`src/rtl/mem_stage.sv`:
```
// MEM pipeline stage: latches the EXE result, runs the data-memory request FSM,
// aligns and extends load data, and drives WB and the decode forwarding/stall signals.
// Optional build macro MEM_MISALIGN_CHECK_EN adds misaligned-access suppression and the mem_misalign port.
module mem_stage #(
  parameter int EXE_TO_MEM_WIDTH = 171,
  parameter int MEM_TO_WB_WIDTH  = 102
) (
  input  logic                        clk,
  input  logic                        rst,
  input  logic                        exe_to_mem_valid,
  output logic                        mem_allowin,
  input  logic [EXE_TO_MEM_WIDTH-1:0] exe_to_mem_bus,
  output logic                        mem_to_wb_valid,
  input  logic                        wb_allowin,
  output logic [MEM_TO_WB_WIDTH-1:0]  mem_to_wb_bus,
  output logic                        dmem_req_valid,
  input  logic                        dmem_req_ready,
  output logic                        dmem_req_wen,
  output logic [63:0]                 dmem_addr,
  output logic [63:0]                 dmem_wdata,
  output logic [7:0]                  dmem_wstrb,
  input  logic                        dmem_resp_valid,
  input  logic [63:0]                 dmem_resp_rdata,
  output logic                        mem_fwd_wen,
  output logic [4:0]                  mem_fwd_rd,
  output logic [63:0]                 mem_fwd_data,
  output logic                        mem_fwd_pending
`ifdef MEM_MISALIGN_CHECK_EN
  ,
  output logic                        mem_misalign
`endif
);

  typedef enum logic [1:0] {IDLE, REQ, RESP, DONE} state_t;

  state_t                      state, state_nxt;
  logic                        mem_valid;
  logic [EXE_TO_MEM_WIDTH-1:0] bus_r;
  logic [63:0]                 load_res;

  logic [31:0] pc;
  logic        rd_wen;
  logic [4:0]  rd;
  logic [63:0] alu_res;
  logic        mem_ren, mem_wen, mem_uns;
  logic [1:0]  mem_size;
  logic [63:0] st_data;

  assign pc       = bus_r[170:139];
  assign rd_wen   = bus_r[138];
  assign rd       = bus_r[137:133];
  assign alu_res  = bus_r[132:69];
  assign mem_ren  = bus_r[68];
  assign mem_wen  = bus_r[67];
  assign mem_size = bus_r[66:65];
  assign mem_uns  = bus_r[64];
  assign st_data  = bus_r[63:0];

  logic       is_mem, ready_go, misalign;
  logic [2:0] off;
  logic [5:0] shamt;

  assign is_mem = mem_ren | mem_wen;
  assign off    = alu_res[2:0];
  assign shamt  = {off, 3'b000};

`ifdef MEM_MISALIGN_CHECK_EN
  logic [2:0] align_mask;
  always_comb begin
    align_mask = 3'b000;
    case (mem_size)
      2'd0: align_mask = 3'b000;
      2'd1: align_mask = 3'b001;
      2'd2: align_mask = 3'b011;
      2'd3: align_mask = 3'b111;
      default: align_mask = 3'b000;
    endcase
  end
  assign misalign     = is_mem && ((off & align_mask) != 3'b000);
  assign mem_misalign = mem_valid && misalign;
`else
  assign misalign = 1'b0;
`endif

  // Handshakes: a transfer happens on a rising edge where both valid and
  // ready (allowin) are high; valid and its payload stay stable until then.
  assign ready_go        = is_mem ? (state == DONE) : 1'b1;
  assign mem_allowin     = !mem_valid || (ready_go && wb_allowin);
  assign mem_to_wb_valid = mem_valid && ready_go;

  always_ff @(posedge clk) begin
    if (rst) begin
      mem_valid <= 1'b0;
      state     <= IDLE;
    end else begin
      state <= state_nxt;
      if (mem_allowin) mem_valid <= exe_to_mem_valid;
    end
  end

  logic [63:0] raw, load_ext;

  always_ff @(posedge clk) begin
    if (exe_to_mem_valid && mem_allowin) bus_r <= exe_to_mem_bus;
    if (state == RESP && dmem_resp_valid && mem_ren) load_res <= load_ext;
  end

  always_comb begin
    state_nxt      = state;
    dmem_req_valid = 1'b0;
    case (state)
      IDLE: begin
        if (mem_valid && is_mem) begin
          if (misalign) begin
            state_nxt = DONE;
          end else begin
            dmem_req_valid = 1'b1;
            state_nxt      = dmem_req_ready ? RESP : REQ;
          end
        end
      end
      REQ: begin
        dmem_req_valid = 1'b1;
        if (dmem_req_ready) state_nxt = RESP;
      end
      RESP: if (dmem_resp_valid) state_nxt = DONE;
      DONE: if (wb_allowin) state_nxt = IDLE;
      default: state_nxt = IDLE;
    endcase
  end

  logic [7:0] strb_base;
  always_comb begin
    strb_base = 8'h01;
    case (mem_size)
      2'd0: strb_base = 8'h01;
      2'd1: strb_base = 8'h03;
      2'd2: strb_base = 8'h0F;
      2'd3: strb_base = 8'hFF;
      default: strb_base = 8'h01;
    endcase
  end

  assign dmem_req_wen = mem_wen;
  assign dmem_addr    = alu_res;
  assign dmem_wdata   = st_data << shamt;
  assign dmem_wstrb   = strb_base << off;

  assign raw = dmem_resp_rdata >> shamt;
  always_comb begin
    load_ext = raw;
    case (mem_size)
      2'd0: load_ext = mem_uns ? {56'd0, raw[7:0]}  : {{56{raw[7]}}, raw[7:0]};
      2'd1: load_ext = mem_uns ? {48'd0, raw[15:0]} : {{48{raw[15]}}, raw[15:0]};
      2'd2: load_ext = mem_uns ? {32'd0, raw[31:0]} : {{32{raw[31]}}, raw[31:0]};
      2'd3: load_ext = raw;
      default: load_ext = raw;
    endcase
  end

  // A suppressed (misaligned) load never captured data, so it reports its address instead.
  logic        out_rd_wen, use_load;
  logic [63:0] wdata_out;
  assign use_load   = mem_ren && !misalign;
  assign out_rd_wen = rd_wen && !mem_wen && !misalign;
  assign wdata_out  = use_load ? load_res : alu_res;

  assign mem_to_wb_bus   = {pc, out_rd_wen, rd, wdata_out};
  assign mem_fwd_wen     = mem_valid && out_rd_wen && (rd != 5'd0);
  assign mem_fwd_rd      = rd;
  assign mem_fwd_data    = (use_load && state == DONE) ? load_res : alu_res;
  assign mem_fwd_pending = mem_valid && mem_ren && (state != DONE);

endmodule

```
`config.mk`:
```
export PLATFORM = sky130hd
export DESIGN_NAME = mem_stage
export DESIGN_NICKNAME = d
export VERILOG_FILES = /design/src/rtl/mem_stage.sv
export SDC_FILE = /design/constraint.sdc
export NUM_CORES = 1
export LEC_CHECK = 0
export BUFFER_PORTS_ARGS = -buffer_cell sky130_fd_sc_hd__buf_2
export CELL_PAD_IN_SITES_DETAIL_PLACEMENT = 0
export CELL_PAD_IN_SITES_GLOBAL_PLACEMENT = 2
export CORE_AREA = 2 2 214 216
export DETAILED_ROUTE_END_ITERATION = 10
export DIE_AREA = 0 0 216 218
export MAX_ROUTING_LAYER = met4
export PLACE_DENSITY = 0.77
export SLEW_MARGIN = 0
export SYNTH_ARGS = -nofsm -noshare
export SYNTH_HDL_FRONTEND = slang
export SYNTH_SLANG_ARGS = --single-unit
```
`constraint.sdc`:
```
create_clock -name clk -period 8.5 [get_ports clk]
set_clock_uncertainty 0.05 [all_clocks]
set_input_delay 1.275 -clock clk [delete_from_list [all_inputs] [get_ports clk]]
set_output_delay 1.275 -clock clk [all_outputs]
set_load 0.02 [all_outputs]
```
==> results by group, run 1 <==
Run status
  • Status: finished, final reports clean

Global route
  • Largest net degree at the start of global routing: 115
  • Vias in the first global route: 10,800
  • Grt ovf: 0
  • First-pass GRT wire length: 70.7 mm
  • GRT Overall Usage: 20.8%
  • Initial antenna violation count: 16

STA
  • RSZ-0062 raised after global routing: false
  • Hold Vio Cnt, Final: 0
  • Setup WS post-layout: 3950 ps
  • Final Setup Violations: 0
  • Worst-margin pin slew: 1290 ps
  • Slew Limit Fails: 0
  • Min cycle time layout: 4550 ps
  • Fmax: 220 MHz
  • Final hold slack: 502 ps
  • Slew HR: 13.9%
  • Final critical-path share of the clock period: 53.5%
  • Sum Neg Setup Slack: 0 ps

Logic synthesis
  • Compound-cell area share of the yosys netlist: 7.45%
  • Syn avg cell area: 12.8 um^2
  • Post-synth top flop: edfxtp_1
  • XOR/XNOR Fraction of Synth Area: 0%
  • Simple-Gate Fraction of Synth Area: 8.86%
  • Synthesized netlist net count: 1,325
  • Flops & latches, synth: 238
  • Synth unique cells: 45
  • Fraction of registers with async set/reset: 0%
  • Main combinational cell family by area after synthesis: multiplexers
  • Post-synth EDFFs: 235
  • Multiplexer area fraction after synthesis: 22.8%
  • Post-Syn Area: 0.0138 mm^2
  • Synth warn: 0
  • Register area share after synthesis: 51.4%
  • Adder-Cell Fraction of Synth Area: 0.452%
  • Synth Instances: 1,079

Layout
  • Commonest cells after routing, fill and taps aside: buf_2, edfxtp_1, mux2_2
  • Leading cell type in the layout, fill and taps excluded: buf_2
  • Finished Layout Cells: 2,129
  • Nets: 1,740
  • Post-layout util: 38.4%
  • Layout cells sized above 1: 55.6%
  • Area delta synth->final: 24.6%

Worst setup path
  • Most used cell, CP: buf_4
  • CP startpoint: bus_r[71]
  • CP Launch Type: register
  • Worst r2r dst: load_res[55]
  • Worst R2R Path Depth: 7
  • Critical path endpoint category: output port
  • Crit-path max cell delay: 1050 ps
  • Worst EP arrival: 3220 ps
  • Worst Path Buf+Inv: 3
  • Worst path depth: 6
  • CP Capture Point: dmem_wdata[45]
  • Cells along the critical path: buf_4 -> buf_4 -> nor2b_1 -> nand2_1 -> o21ai_0 -> buf_2
  • Critical path class: register to output port
  • Worst path slowest cell: nor2b_1
  • R2R Path Start: bus_r[71]
  • R2r setup slk: 4480 ps
  • CP delay by family, top: simple AND/OR/NAND/NOR gates
  • CP required: 7170 ps
  • CP Max Fanout: 48

Floorplanning
  • Die area: 0.0471 mm^2
  • Chip Width: 216 um
  • Core area: 0.0449 mm^2
  • IO Pins: 554
  • Die height: 218 um
  • Row count: 78
  • Starting Density: 30.8%

CTS
  • Worst-case clock buffer depth: 3
  • Hold buffer count at CTS: 0
  • Post-CTS setup buffer count: 0
  • Resize count post-CTS: 0
  • CTS root buffer: clkbuf_16
  • H-Tree Depth: 1
  • Worst skew pair latency: 570 ps
  • Cts bufs inserted: 29
  • CTS tree: yes
  • CTS Sinks: 238
  • Clock slew at reported path FFs: 60 ps

Place
  • DP Wirelength: 37.0 mm
  • Placed cell count: 2,063
  • Setup WS pre-CTS: 4390 ps
  • IO Port Bufs: 553
  • GP Congestion: 0.869

Run
  • Max_cap viols: 0

Routing
  • WL final: 49.5 mm
  • DRC viols: 0
  • DRT antenna net count: 0
  • Via density: 4.94
  • TritonRoute pass-1 iters: 5
  • Initial DRC Count: 672
  • Via count: 10,500
  • Detailed-route wire length per cell: 23.3 um

Hold path
  • HP Class: register to register

Power and ir drop
  • VDD IR-drop max: 0.154 mV
  • Static leakage: 0.00726 uW
  • Cell Pwr Density: 202 mW/mm^2
-- routing by layer --
layer,track usage [%],vias up,routed length (um)
li1,-,4804,-
met1,24.4,5177,19800
met2,36.1,484,25100
met3,4.77,58,3630
met4,4.86,0,1030
met5,-,-,0
-- worst min-delay path: stages (launching register included) --
cell and delay [ps]:
dfxtp_1 340, nor2_1 110, a211oi_1 50
-- state kept, by name, summed over array words and instances (netlist names) --
name and cells:
state 2, bus_r 171, mem_valid 1, load_res 64
-- cell type report --
class                   instances  area, um^2
well taps                     600         751
clock buffers                  36         752
inverters                       8        30.0
flip-flops and latches        238        7120
fillers                      4424       27600
multi-input cells             645        5500
repair buffers                572        2920
clock inverters                16         150
diodes                         14        35.0
-- power by group --
group / switching [uW] / internal (uW) / total, uW
registers: 54.2 / 1400 / 1460
clock network: 494 / 711 / 1210
logic: 515 / 317 / 832
-- stage by stage --
| step | instance area (um^2) | power [uW] |
|---|---|---|
| after global routing | 17300 | 3640 |
| after CTS | 17200 | 3540 |
| after detailed placement | 16300 | 2320 |
| final | 17300 | 3490 |
| after floorplan | 13800 | 2040 |
| after global placement | 16300 | 2310 |
-- worst min path at each step --
stage / startpoint / endpoint / slack, ps / cells past startpoint
5_1_grt: state[1] / state[1] / 520 / 2
3_5_place_dp: state[1] / state[1] / 500 / 2
2_1_floorplan: state[1] / state[1] / 450 / 2
4_1_cts: state[1] / state[1] / 500 / 2
6_report: state[0] / state[0] / 500 / 2
3_3_place_gp: state[0] / state[0] / 480 / 2
-- kinds of logic after synthesis --
kind of cell | count (synthesis)
fa+ha+maj | 5
simple gates | 234
compound gates | 148
mux | 258
flops | 238
buf+inv | 196
-- synth_stat cells (all sizes together), types with 5 or more instances --
cell	n	area share, %
edfxtp	235	51
buf	156	8.0
mux2	154	13
nand2	88	2.4
mux2i	74	5.4
nor2	71	1.9
a21oi	36	1.3
o21ai	36	1.3
clkbuf	32	0.87
mux4	30	4.9
nand4	25	2.2
and2	21	0.95
o211ai	17	1.5
nor2b	15	0.68
o2bb2ai	14	0.89
o22ai	9	0.41
o2111ai	8	0.51
a211o	7	0.44
a31oi	7	0.32
inv	7	0.19
ha	5	0.45
No activity file was read; power rests on OpenSTA's default activity.
==> run 2: changes to the inputs <==
- CORE_AREA: 2 2 214 216 -> unset
- CORE_MARGIN: unset -> 2
- CORE_UTILIZATION: unset -> 28
- DIE_AREA: 0 0 216 218 -> unset
- PLACE_DENSITY: 0.77 -> 0.73
- clock period: 8.5 -> 3.8 ns (I/O delays scaled with it)
==> run 2 against run 1 <==
Net effect:
- clock power rose by 130%
- die area grew 8.8%
- global-route usage decreased by 1.4 points
- critical path depth down 2
- largest cell class unchanged
- routed wire length rose by 2.2%
- critical path type unchanged
- clock-buffer cell count fell by 4
- via count shrank 0.91%
- sequential power up 120%
- hold slack got worse by 370 ps
==> results by group, run 2 (synthesis results as in run 1) <==
Run status
  • Status: finished, final reports clean

STA
  • RSZ-0062 raised after global routing: false
  • Slew HR: 24.3%
  • Fmax: 289 MHz
  • Slew Limit Fails: 0
  • Hold Vio Cnt, Final: 0
  • Sum Neg Setup Slack: 0 ps
  • Worst-margin pin slew: 1130 ps
  • Setup WS post-layout: 337 ps
  • Min cycle time layout: 3460 ps
  • Final Setup Violations: 0
  • Final critical-path share of the clock period: 91.1%

Global route
  • GRT Overall Usage: 19.3%
  • Grt ovf: 0
  • First-pass GRT wire length: 70.5 mm
  • Largest net degree at the start of global routing: 67
  • Vias in the first global route: 10,500
  • Initial antenna violation count: 17

Floorplanning
  • Core area: 0.0488 mm^2
  • Chip Width: 226 um
  • Starting Density: 28.3%
  • IO Pins: 554
  • Die area: 0.0512 mm^2
  • Die height: 226 um
  • Row count: 81

Routing
  • DRT antenna net count: 0
  • TritonRoute pass-1 iters: 4
  • Via count: 10,400
  • Initial DRC Count: 590
  • Detailed-route wire length per cell: 22.9 um
  • DRC viols: 0
  • WL final: 50.6 mm
  • Via density: 4.72

Layout
  • Design Area, Final: 0.0175 mm^2
  • Top Registers: bus_r x171, load_res x64, state x2
  • Layout cells sized above 1: 56.3%
  • Leading cell type in the layout, fill and taps excluded: buf_2
  • Finished Layout Cells: 2,210
  • Commonest cells after routing, fill and taps aside: buf_2, edfxtp_1, mux2_2
  • Post-layout util: 35.9%
  • Area delta synth->final: 26.7%
  • Nets: 1,757
  • Most flop-heavy register: bus_r
  • Max reg flops: 171
  • # fillers: 4,988

Place
  • IO Port Bufs: 553
  • Placed cell count: 2,145
  • Dpl cell area: 0.0166 mm^2
  • DP Wirelength: 39.3 mm
  • GP Congestion: 0.845
  • Setup WS pre-CTS: 795 ps

Power and ir drop
  • Cell-internal power: 5500 uW
  • Sw Ratio: 30.2%
  • Comb pwr share: 23.7%
  • Clock network power share: 34.8%
  • Static leakage: 0.00737 uW
  • Sw Pwr: 2380 uW
  • Cell Pwr Density: 450 mW/mm^2
  • Sequential fraction of design power: 41.5%
  • VDD IR-drop max: 0.312 mV

Worst setup path
  • R2R Path Start: bus_r[71]
  • CP required: 3180 ps
  • CP Launch Type: register
  • Worst r2r dst: load_res[63]
  • Critical path class: register to output port
  • CP Max Fanout: 52
  • Worst R2R Path Depth: 5
  • R2r setup slk: 910 ps
  • Worst EP arrival: 2840 ps
  • Critical path endpoint category: output port

CTS
  • Clock slew at reported path FFs: 60 ps
  • Cts bufs inserted: 28
  • CTS root buffer: clkbuf_16
  • Worst skew pair latency: 560 ps
  • Hold buffer count at CTS: 0
  • Post-CTS setup buffer count: 0
  • CTS tree: yes
  • Worst-case clock buffer depth: 3
  • Resize count post-CTS: 0
  • H-Tree Depth: 1
  • CTS Sinks: 238

Hold path
  • HP Class: primary input to register
  • WHS Path Cells: 1
  • Worst Hold End: bus_r[29]
  • Hold path start: exe_to_mem_bus[29]

Run
  • Max_cap viols: 0
==> run 2: changes by cell type in the layout (fill, tap and decap cells not counted), moves of 3 or more <==
cell | previous run | this run
buf_4 | 18 | 32
buf_12 | 1 | 5
clkbuf_1 | 7 | 3
diode_2 | 14 | 17
==> run 2: power by group through the flow <==
stage / Sequential [uW] / Clock, uW / Combinational, uW
CTS: 3280 / 2830 / 1890
floorplan: 3260 / 0 / 1300
global route: 3290 / 2910 / 2010
global placement: 3330 / 0 / 1880
detailed placement: 3330 / 0 / 1890
finish: 3270 / 2750 / 1870
==> run 2: how the worst max path moves through the flow <==
stage,to,slack (ps),start,cells after the start
3_5_place_dp,dmem_wdata[1],800,bus_r[70],4
6_report,dmem_wdata[1],340,bus_r[70],4
3_3_place_gp,dmem_wdata[2],820,bus_r[70],4
4_1_cts,dmem_wdata[1],170,bus_r[70],4
2_1_floorplan,bus_r[0],190,bus_r[67],4
5_1_grt,dmem_wstrb[1],100,bus_r[71],4
==> run 2: metrics by stage <==
stage          hold WS (ps)  total power [uW]
3_3_place_gp            479              5200
6_report                131              7890
5_1_grt                 109              8220
3_5_place_dp            490              5210
4_1_cts                97.9              8000
2_1_floorplan           454              4560
==> run 2: metal layers <==
layer	vias to the layer above	wire, um	global-route usage, %
met3	49	3910	4.63
met2	474	25400	33.4
met4	0	865	4.12
li1	4828	-	-
met5	-	0	-
met1	5076	20400	22.8
==> run 2: worst max-delay path, cell delays in order (launching register included) <==
cell      delay, ps
edfxtp_1        730
buf_12          330
nor3_2          770
and2_1          240
buf_2           170
==> run 2: final cells by class <==
class	instances	area, um^2	area share (%)
diodes	17	42.5	0.243
clock buffers	32	737	4.20
clock inverters	16	174	0.992
inverters	8	30.0	0.171
multi-input cells	645	5500	31.3
flip-flops and latches	238	7120	40.6
well taps	664	831	4.74
repair buffers	590	3110	17.7
